===== src/rtl/commands_encoder_pkg.sv =====
// rtl/commands_encoder_pkg.sv - shared types and byte constants for the VT100/ANSI command encoder
//
// Purpose: command and state enums plus the fixed sequence bytes used by
//          commands_encoder and its testbench.
// Ports:   none (package).

package commands_encoder_pkg;

  typedef enum logic [2:0] {
    ENC_CHAR = 3'd0,
    ENC_CUU  = 3'd1,
    ENC_CUD  = 3'd2,
    ENC_CUF  = 3'd3,
    ENC_CUB  = 3'd4,
    ENC_CPR  = 3'd5,
    ENC_DA   = 3'd6
  } EncCmd_t;

  typedef enum logic [3:0] {
    IDLE  = 4'd0,
    CHAR  = 4'd1,
    ESC   = 4'd2,
    CSI   = 4'd3,
    QUES  = 4'd4,
    PN1   = 4'd5,
    DEL   = 4'd6,
    PN2   = 4'd7,
    FINAL = 4'd8
  } EncState_t;

  localparam logic [7:0] BYTE_ESC   = 8'h1B;
  localparam logic [7:0] BYTE_LBRKT = 8'h5B;
  localparam logic [7:0] BYTE_SEMI  = 8'h3B;
  localparam logic [7:0] BYTE_QUES  = 8'h3F;
  localparam logic [7:0] BYTE_ZERO  = 8'h30;

  localparam logic [7:0] FINAL_CUU  = 8'h41;
  localparam logic [7:0] FINAL_CUD  = 8'h42;
  localparam logic [7:0] FINAL_CUF  = 8'h43;
  localparam logic [7:0] FINAL_CUB  = 8'h44;
  localparam logic [7:0] FINAL_CPR  = 8'h52;
  localparam logic [7:0] FINAL_DA   = 8'h63;

  // Device-attribute reply carries the fixed parameters "1" and "0".
  localparam logic [7:0] DA_PARAM1  = 8'h31;
  localparam logic [7:0] DA_PARAM2  = 8'h30;

  function automatic logic [7:0] final_byte(input EncCmd_t t);
    logic [7:0] b;
    case (t)
      ENC_CUU: b = FINAL_CUU;
      ENC_CUD: b = FINAL_CUD;
      ENC_CUF: b = FINAL_CUF;
      ENC_CUB: b = FINAL_CUB;
      ENC_CPR: b = FINAL_CPR;
      ENC_DA:  b = FINAL_DA;
      default: b = 8'h00;
    endcase
    return b;
  endfunction

endpackage


===== src/rtl/commands_encoder_dec_digits.sv =====
// rtl/commands_encoder_dec_digits.sv - 8-bit binary to three BCD digits plus significant digit count
//
// Purpose: combinational double-dabble conversion used to print numeric
//          parameters as minimal decimal ASCII.
// Ports:   value    in  8  binary input (0-255)
//          hundreds out 4  BCD hundreds digit
//          tens     out 4  BCD tens digit
//          units    out 4  BCD units digit
//          count    out 2  number of significant digits (1-3)

module dec_digits (
  input  logic [7:0] value,
  output logic [3:0] hundreds,
  output logic [3:0] tens,
  output logic [3:0] units,
  output logic [1:0] count
);

  logic [19:0] shift;

  always_comb begin
    shift = {12'd0, value};
    for (int i = 0; i < 8; i++) begin
      if (shift[11:8]  >= 4'd5) shift[11:8]  = shift[11:8]  + 4'd3;
      if (shift[15:12] >= 4'd5) shift[15:12] = shift[15:12] + 4'd3;
      if (shift[19:16] >= 4'd5) shift[19:16] = shift[19:16] + 4'd3;
      shift = {shift[18:0], 1'b0};
    end
    hundreds = shift[19:16];
    tens     = shift[15:12];
    units    = shift[11:8];
  end

  always_comb begin
    if (value >= 8'd100)     count = 2'd3;
    else if (value >= 8'd10) count = 2'd2;
    else                     count = 2'd1;
  end

endmodule


===== src/rtl/commands_encoder.sv =====
// rtl/commands_encoder.sv - serializes terminal commands into VT100/ANSI byte streams
//
// Purpose: accepts one command per handshake, emits its escape sequence one
//          byte per data handshake with numeric parameters as decimal ASCII.
// Config:  COMMANDS_ENCODER_OMIT_DEFAULT_EN - when defined, cursor moves with
//          Pn1 == 1 omit the parameter (ESC [ A instead of ESC [ 1 A).
// Ports:   clk       in  1  system clock
//          rst       in  1  asynchronous active-high reset
//          cmdValid  in  1  command offered
//          cmdReady  out 1  encoder idle, accepts command
//          cmdType   in  3  EncCmd_t command selector
//          cmdPchar  in  8  raw byte for ENC_CHAR
//          cmdPn1    in  8  first numeric parameter
//          cmdPn2    in  8  second numeric parameter (ENC_CPR)
//          data      out 8  output byte (registered)
//          dataValid out 1  data holds a byte (registered)
//          dataReady in  1  downstream accepts the byte
//          debug     out 8  current state encoding, zero-extended

module commands_encoder
  import commands_encoder_pkg::*;
(
  input  logic       clk,
  input  logic       rst,
  input  logic       cmdValid,
  output logic       cmdReady,
  input  EncCmd_t    cmdType,
  input  logic [7:0] cmdPchar,
  input  logic [7:0] cmdPn1,
  input  logic [7:0] cmdPn2,
  output logic [7:0] data,
  output logic       dataValid,
  input  logic       dataReady,
  output logic [7:0] debug
);

  EncState_t  state, nxt_state;
  logic [1:0] idx, nxt_idx;
  EncCmd_t    type_q;
  logic [7:0] pchar_q, pn1_q, pn2_q;
  logic [7:0] nxt_data;

  logic       accept, xfer, is_da, is_cpr, skip_pn1;
  logic [7:0] dec_in;
  logic [3:0] dec_h, dec_t, dec_u, digit;
  logic [1:0] dec_cnt;

  assign cmdReady = (state == IDLE);
  assign accept   = cmdValid && cmdReady;
  assign xfer     = dataValid && dataReady;
  assign debug    = {4'd0, state};
  assign is_da    = (type_q == ENC_DA);
  assign is_cpr   = (type_q == ENC_CPR);

`ifdef COMMANDS_ENCODER_OMIT_DEFAULT_EN
  assign skip_pn1 = (type_q inside {ENC_CUU, ENC_CUD, ENC_CUF, ENC_CUB}) && (pn1_q == 8'd1);
`else
  assign skip_pn1 = 1'b0;
`endif

  // Next state depends only on the current state, handshakes and the
  // digit index, never on the decoder output, so the decoder input mux
  // below can safely follow nxt_state.
  always_comb begin
    nxt_state = state;
    unique case (state)
      IDLE:        if (cmdValid) nxt_state = (cmdType == ENC_CHAR) ? CHAR : ESC;
      CHAR, FINAL: if (xfer) nxt_state = IDLE;
      ESC:         if (xfer) nxt_state = CSI;
      CSI: begin
        if (xfer) begin
          if (is_da)         nxt_state = QUES;
          else if (skip_pn1) nxt_state = FINAL;
          else               nxt_state = PN1;
        end
      end
      QUES:        if (xfer) nxt_state = PN1;
      PN1:         if (xfer && idx == 2'd0) nxt_state = (is_cpr || is_da) ? DEL : FINAL;
      DEL:         if (xfer) nxt_state = PN2;
      PN2:         if (xfer && idx == 2'd0) nxt_state = FINAL;
      default:     nxt_state = IDLE;
    endcase
  end

  assign dec_in = (nxt_state == PN2) ? pn2_q : pn1_q;

  dec_digits u_dec_digits (
    .value    (dec_in),
    .hundreds (dec_h),
    .tens     (dec_t),
    .units    (dec_u),
    .count    (dec_cnt)
  );

  // Byte and digit index for the state being entered; registered only on
  // accept or transfer so the output holds through stalls.
  always_comb begin
    nxt_idx  = idx;
    nxt_data = 8'h00;
    digit    = dec_u;

    if (nxt_state == PN1 || nxt_state == PN2) begin
      if (nxt_state != state) nxt_idx = is_da ? 2'd0 : dec_cnt - 2'd1;
      else                    nxt_idx = idx - 2'd1;
    end

    case (nxt_idx)
      2'd2:    digit = dec_h;
      2'd1:    digit = dec_t;
      default: digit = dec_u;
    endcase

    unique case (nxt_state)
      IDLE:    nxt_data = 8'h00;
      CHAR:    nxt_data = (state == IDLE) ? cmdPchar : pchar_q;
      ESC:     nxt_data = BYTE_ESC;
      CSI:     nxt_data = BYTE_LBRKT;
      QUES:    nxt_data = BYTE_QUES;
      PN1:     nxt_data = is_da ? DA_PARAM1 : (BYTE_ZERO | {4'd0, digit});
      DEL:     nxt_data = BYTE_SEMI;
      PN2:     nxt_data = is_da ? DA_PARAM2 : (BYTE_ZERO | {4'd0, digit});
      FINAL:   nxt_data = final_byte(type_q);
      default: nxt_data = 8'h00;
    endcase
  end

  always_ff @(posedge clk or posedge rst) begin
    if (rst) begin
      state     <= IDLE;
      idx       <= 2'd0;
      type_q    <= ENC_CHAR;
      pchar_q   <= 8'h00;
      pn1_q     <= 8'h00;
      pn2_q     <= 8'h00;
      data      <= 8'h00;
      dataValid <= 1'b0;
    end else begin
      state <= nxt_state;
      if (accept) begin
        type_q  <= cmdType;
        pchar_q <= cmdPchar;
        pn1_q   <= cmdPn1;
        pn2_q   <= cmdPn2;
      end
      if (accept || xfer) begin
        idx       <= nxt_idx;
        data      <= nxt_data;
        dataValid <= (nxt_state != IDLE);
      end
    end
  end

endmodule


===== config.mk =====
export PLATFORM = sky130hd
export DESIGN_NAME = commands_encoder
export DESIGN_NICKNAME = d
export VERILOG_FILES = /design/src/rtl/commands_encoder_pkg.sv /design/src/rtl/commands_encoder_dec_digits.sv /design/src/rtl/commands_encoder.sv
export SDC_FILE = /design/constraint.sdc
export NUM_CORES = 1
export LEC_CHECK = 0
export CAP_MARGIN = 20
export CORE_ASPECT_RATIO = 1.25
export CORE_MARGIN = 1.5
export CORE_UTILIZATION = 47
export CTS_CLUSTER_DIAMETER = 120
export DETAILED_ROUTE_END_ITERATION = 8
export GPL_TIMING_DRIVEN = 0
export PLACE_DENSITY_LB_ADDON = 0.25
export SKIP_CTS_REPAIR_TIMING = 1
export SLEW_MARGIN = 20
export SYNTH_ARGS = -nofsm -noshare
export SYNTH_HDL_FRONTEND = slang
export SYNTH_SLANG_ARGS = --single-unit

===== constraint.sdc =====
create_clock -name clk -period 15.07 [get_ports clk]
set_clock_uncertainty 0.05 [all_clocks]
set_input_delay 3.014 -clock clk [delete_from_list [all_inputs] [get_ports clk]]
set_output_delay 3.014 -clock clk [all_outputs]
set_load 0.02 [all_outputs]

# --- After elaboration in Yosys (flattened, before gate mapping) ---
# Cells that the tools add are included.
classes:
  addsub: 9
  n_mul: 0
  n_div: 0
  order_cmp: 9
  eq_ne: 25
  shift: 0
  mux: 31
  n_bitwise: 0
  reduce_logical: 11
ops:
  columns: ["operator", "count"]
  rows:
  - ["$mux 4", 18]
  - ["$pmux 8 s8", 1]
  - ["$pmux 7 s6", 1]
  - ["$eq 4x3->1 const B", 8]
  - ["$pmux 4 s8", 1]
  - ["$add 4x2->4 const B", 5]
  - ["$ge 4x3->1 const B", 5]
  - ["$eq 4x2->1 const B", 4]
  - ["$mux 8", 2]
  - ["$mux 2", 6]
  - ["$eq 3x3->1 const B", 3]
  - ["$add 3x2->4 const B", 2]
  - ["$eq 4x1->1 const B", 2]
  - ["$eq 4x4->1 const B", 2]
  - ["$ge 8x4->1 const B", 1]
  - ["$ge 8x7->1 const B", 1]
  - ["$pmux 4 s2", 1]
  - ["$eq 3x2->1 const B", 2]
  - ["$ge 3x3->1 const B", 2]
  - ["$logic_not 4->1", 1]
  - ["$ne 4x4->1", 1]
  - ["$reduce_bool 4->1", 1]
  - ["$sub 2x1->2 const B", 2]
  - ["$eq 3x1->1 const B", 1]
  - ["other kinds (8)", 12]
totals:
  reg_bits: 42
  latch_bits: 0
  ram_bits: 0
  mem_bits_ro: 0
  input_bits: 31
  memories: 0

# --- Longest topological paths before layout ---
logic_depth:
  depth_word: 20
  depth_mapped: 32
  mapped_depth_nobuf: 29

# --- Modules after synthesis ---
# From an unflattened synthesis, not the netlist that was laid out.
unflattened:
  cells_unflattened: 392
  hier_area_um2: 3684.8
modules_own_cells:
  columns: ["module", "n_inst", "cells_each", "area_each_um2"]
  rows:
  - ["commands_encoder", 1, 239, 2513.7]
  - ["dec_digits", 1, 153, 1171.1]

# --- Least setup slack after synthesis ---
# OpenSTA, ideal clock, no wires.
synth_timing:
  path_type: "in2reg"
  start: "input port dataReady"
  end: "register data[2]"
  arrival_time_ps: 8195
  required_ps: 14919
  path_slack_ps: 6725
  cell_stages: 29
  n_path_buf: 3
  cell_sequence: "a21oi_2 nand4b_4 buf_2 buf_2 mux2i_1 nor3b_1 a21oi_1 ha_1 nand2b_1 buf_6 o211ai_1 mux2_2 o211a_1 xnor2_2 ha_1 nor2b_1 nor2_1 a31oi_2 nand2_4 mux2_4 a21oi_1 xnor2_1 inv_2 ha_1 nand2b_1 a21oi_1 a21oi_1 mux2_4 o311ai_2"
synth_between:
  elab_chain_cells: 19
  elab_cells_between_ends: 57
  classes_between: "add/sub: 8; order compare: 9; eq/ne: 11; mux: 25; reduce/logical: 4"
synth_lines:
  columns: ["item", "line", "text"]
  rows:
  - ["start: declaration", "commands_encoder.sv:33", "input logic dataReady,"]
  - ["$logic_and 1x1->1 *", "commands_encoder.sv:50", "assign xfer = dataValid && dataReady;"]
  - ["$logic_and 1x1->1", "commands_encoder.sv:78, commands_encoder.sv:80", null]
  - ["$mux 4 (on tied branches)", "commands_encoder.sv:80, commands_encoder.sv:78", null]
  - ["$pmux 4 s8", "commands_encoder.sv:66", "unique case (state)"]
  - ["$eq 4x3->1", "commands_encoder.sv:85, commands_encoder.sv:102, commands_encoder.sv:113", null]
  - ["$mux 8", "commands_encoder.sv:85", "assign dec_in = (nxt_state == PN2) ? pn2_q : pn1_q;"]
  - ["$add 3x2->4 / $ge 3x3->1 (equally long branches)", "commands_encoder_dec_digits.sv:24", "if (shift[11:8] >= 4'd5) shift[11:8] = shift[11:8] + 4'd3;"]
  - ["$mux 4", "commands_encoder_dec_digits.sv:24", null]
  - ["(+3 left out)", null, null]
  - ["$mux 4", "commands_encoder_dec_digits.sv:24", null]
  - ["$add 4x2->4 (tied with other cells)", "commands_encoder_dec_digits.sv:24", null]
  - ["$mux 4 (on tied branches)", "commands_encoder_dec_digits.sv:24, commands_encoder_dec_digits.sv:25", null]
  - ["$add 4x2->4 (tied with other cells)", "commands_encoder_dec_digits.sv:25", "if (shift[15:12] >= 4'd5) shift[15:12] = shift[15:12] + 4'd3;"]
  - ["$mux 4 (on tied branches)", "commands_encoder_dec_digits.sv:25, commands_encoder_dec_digits.sv:24", null]
  - ["$pmux 4 s2", "commands_encoder.sv:107", "case (nxt_idx)"]
  - ["$mux 4 (on tied branches)", "commands_encoder.sv:121, commands_encoder.sv:119", null]
  - ["$pmux 8 s8", "commands_encoder.sv:113", "unique case (nxt_state)"]
  - ["end signal: assignment", "commands_encoder.sv:147", "data <= nxt_data;"]
  - ["end: declaration", "commands_encoder.sv:31", "output logic [7:0] data,"]
# Every way passes the cells marked *; elsewhere a longest branch is shown, timed or not.
# A chain may end at the register's enable or synchronous reset.

# --- Worst setup path after layout ---
# Ends and elaborated chain as after synthesis.

==> results.json <==
{
  "outcome": "complete, no violations",
  "slowest_stage": "clkdlybuf4s50_1",
  "setup_slack_ns": 5.49,
  "ys_top_cells_by_area": "dfrtp_1, mux2_2, nand2_1",
  "critPathMaxFanout": 10,
  "drc": 0,
  "cts.sink_count": 40,
  "hold_viol_final": 0,
  "syn_area_per_cell_um2": 8.97,
  "pwr_density_cell_nw_per_um2": 48.7,
  "first_pass_iters": 4,
  "p_sw_share_pct": 21.2,
  "yosysTopAreaCell": "dfrtp_1",
  "area_growth_pct": 19.3,
  "p_leak_nw": 1.91,
  "antenna_found_initial": 0,
  "crit_path_frequent_cell": "a21oi_1",
  "ios": 49,
  "portBuffers": 44,
  "hold_ws_ns": 0.460,
  "cts-root-buf": "clkbuf_8",
  "routed_wl_um": 8930,
  "htree_num_levels": 2,
  "die-area_um2": 8190,
  "dp_hpwl_um": 7120,
  "synth_warnings": 0,
  "grt_usage_pct": 23.5,
  "cp-end-kind": "register",
  "initialDrtViolationCount": 174,
  "ys_seq_area_share_pct": 27.8,
  "grt-ovfl-total": 0,
  "insertedDiodeCount": 0,
  "start_kind": "input port",
  "wire_per_inst_um": 16.3,
  "gp_congestion": 0.910,
  "drive_gt1_share_pct": 19.3,
  "cts_made_buffers": 5,
  "rsz0062_at_grt": "false",
  "synth-main-ff-cell": "dfrtp_1",
  "crit_type": "input port to register",
  "period_needed_ns": 9.58,
  "pwr-share-seq_pct": 51.3,
  "place_ws_ns": 5.23,
  "clkPwrFrac_pct": 42.5,
  "die_h_um": 101,
  "drv_slew": 0,
  "rows": 35,
  "synth_top_area_share_pct": 27.8,
  "ys_ff_latch": 40,
  "p_int_uw": 165,
  "fin_setup_tns_ns": 0,
  "finalSetupViolations": 0,
  "vias": 3307,
  "arrival_ns": 9.73,
  "fmax_mhz": 104,
  "syn_inst": 401,
  "syn_area_um2": 3600,
  "start_util_pct": 48.6,
  "ys_types": 84,
  "finalCritPeriodShare_pct": 63.6,
  "grt_pass1_vias": 3280,
  "clk_pin_slew_worst_paths_ns": 0.08,
  "grt_pass1_wl_um": 15000,
  "drt.antenna.violating_nets": 0,
  "fin_nets": 496,
  "cp.required_ns": 15.22,
  "hp-class": "register to register",
  "core-area_um2": 7400,
  "grt_max_degree": 25,
  "p_sw_uw": 44.3,
  "crit_path_max_incr_delay_ns": 0.51,
  "synthArstFlopShare_pct": 100,
  "cts_tree": "built",
  "viasPerCell": 6.02,
  "maxCapViolations": 0,
  "cts_max_path_buffers": 2,
  "fp.dieW_um": 81.2,
  "synth_edf_count": 0,
  "max_slew.worst_pin.slew_ns": 0.861,
  "maxSlewHeadroom_pct": 41.8,
  "comb_power_share_pct": 6.2,
  "vdd_ir_drop_max_mv": 0.0446,
  "clock_latency_ns": 0.29
}
final timing paths:
kind	slack, ns	depth (start not counted)	from	endpoint
max	5.49	30	dataReady	data[2]
min	0.46	1	data[5]	data[5]
max reg2reg	8.15	31	idx[0]	data[2]
min reg2reg	0.46	1	data[5]	data[5]
max in group asynchronous	11.56	3	rst	data[2]
min in group asynchronous	2.96	2	rst	pn1_q[4]
placed cells by master (no fill, tap or decap), drive strengths merged, types with 4 or more instances in the layout:
master / Yosys / final
clkdlybuf4s50: 0 / 44
nor2: 26 / 26
ha: 9 / 9
nand2: 40 / 40
a31oi: 5 / 5
xor2: 4 / 4
xnor2: 5 / 5
clkbuf: 12 / 18
nand2b: 7 / 7
nand3: 10 / 10
o21ai: 24 / 24
inv: 16 / 16
o221ai: 5 / 5
mux2i: 16 / 16
a21o: 5 / 5
dfrtp: 40 / 40
nor4b: 4 / 4
a21oi: 21 / 21
a2111oi: 5 / 5
a22o: 5 / 5
nor2b: 6 / 6
conb: 1 / 4
buf: 19 / 20
nor3: 11 / 11
mux2: 33 / 33
nor3b: 4 / 4
a211oi: 5 / 5
o211ai: 6 / 6
metal layers:
metal | track usage (%) | vias to the layer above | wire, um
met1 | 25.7 | 1576 | 3600
met5 | 0 | - | 0
met2 | 44.0 | 102 | 4720
met3 | 2.99 | 26 | 305
met4 | 10.5 | 0 | 303
li1 | - | 1603 | -
cell families after synthesis:
logic type      count (synthesis)  synth area share (%)
compound gates                115                  24.0
buf+inv                        47                  6.33
other cells                     1                 0.104
fa+ha+maj                       9                  3.13
xor+xnor                        9                  2.40
flops                          40                  27.8
mux                            49                  15.6
simple gates                  131                  20.6
critical path: cells and delay by family:
family / cells / cell delay [ns]
buf+inv: 5 / 1.31
fa+ha+maj: 3 / 0.67
compound gates: 9 / 1.82
xor+xnor: 2 / 0.47
mux: 4 / 1.35
simple gates: 7 / 1.08
stage by stage:
stage / std cells / util, % / power, mW / cell area [um^2]
final: 549 / 58.0 / 0.209 / 4290
after CTS: 549 / 58.0 / 0.211 / 4290
after floorplan: 404 / - / 0.113 / 3610
after global placement: 540 / 56.2 / 0.122 / 4160
after detailed placement: 541 / 56.5 / 0.123 / 4180
after global routing: 549 / 58.0 / 0.217 / 4290
cells in the mapped netlist, types with 5 or more instances:
cell,n
buf_4,6
buf_2,11
a21o_1,5
nand2_1,37
dfrtp_1,40
o211ai_1,6
a21oi_1,19
nor2b_1,6
mux2_2,31
a22o_1,5
a211oi_1,5
inv_1,14
o21ai_1,5
o221ai_1,5
mux2i_1,13
nand2b_1,7
ha_1,9
nor2_1,26
o21ai_0,19
nor3_1,11
clkbuf_1,12
nand3_1,10
state kept, by name, summed over array words and instances, names as in the netlist:
register and flops:
pn1_q 8, state 4, pchar_q 6, type_q 3, idx 2, dataValid 1
pn2_q 8, data 8
power by group through the flow:
stage               Combinational, mW  Sequential, mW  Clock (mW)
finish                         0.0130           0.107      0.0887
global route                   0.0143           0.107      0.0957
CTS                            0.0132           0.107      0.0910
detailed placement             0.0132           0.109           0
global placement               0.0124           0.109           0
floorplan                     0.00355           0.109           0
cell type report:
type	count	area, um^2
plain buffers	31	168
clock buffers	6	72.6
clock inverters	2	35.0
fillers	696	3110
inverters	16	60.1
multi-input cells	317	2380
flip-flops and latches	40	1000
well taps	92	115
repair buffers	45	460
Power figures use the tool's default switching activity.
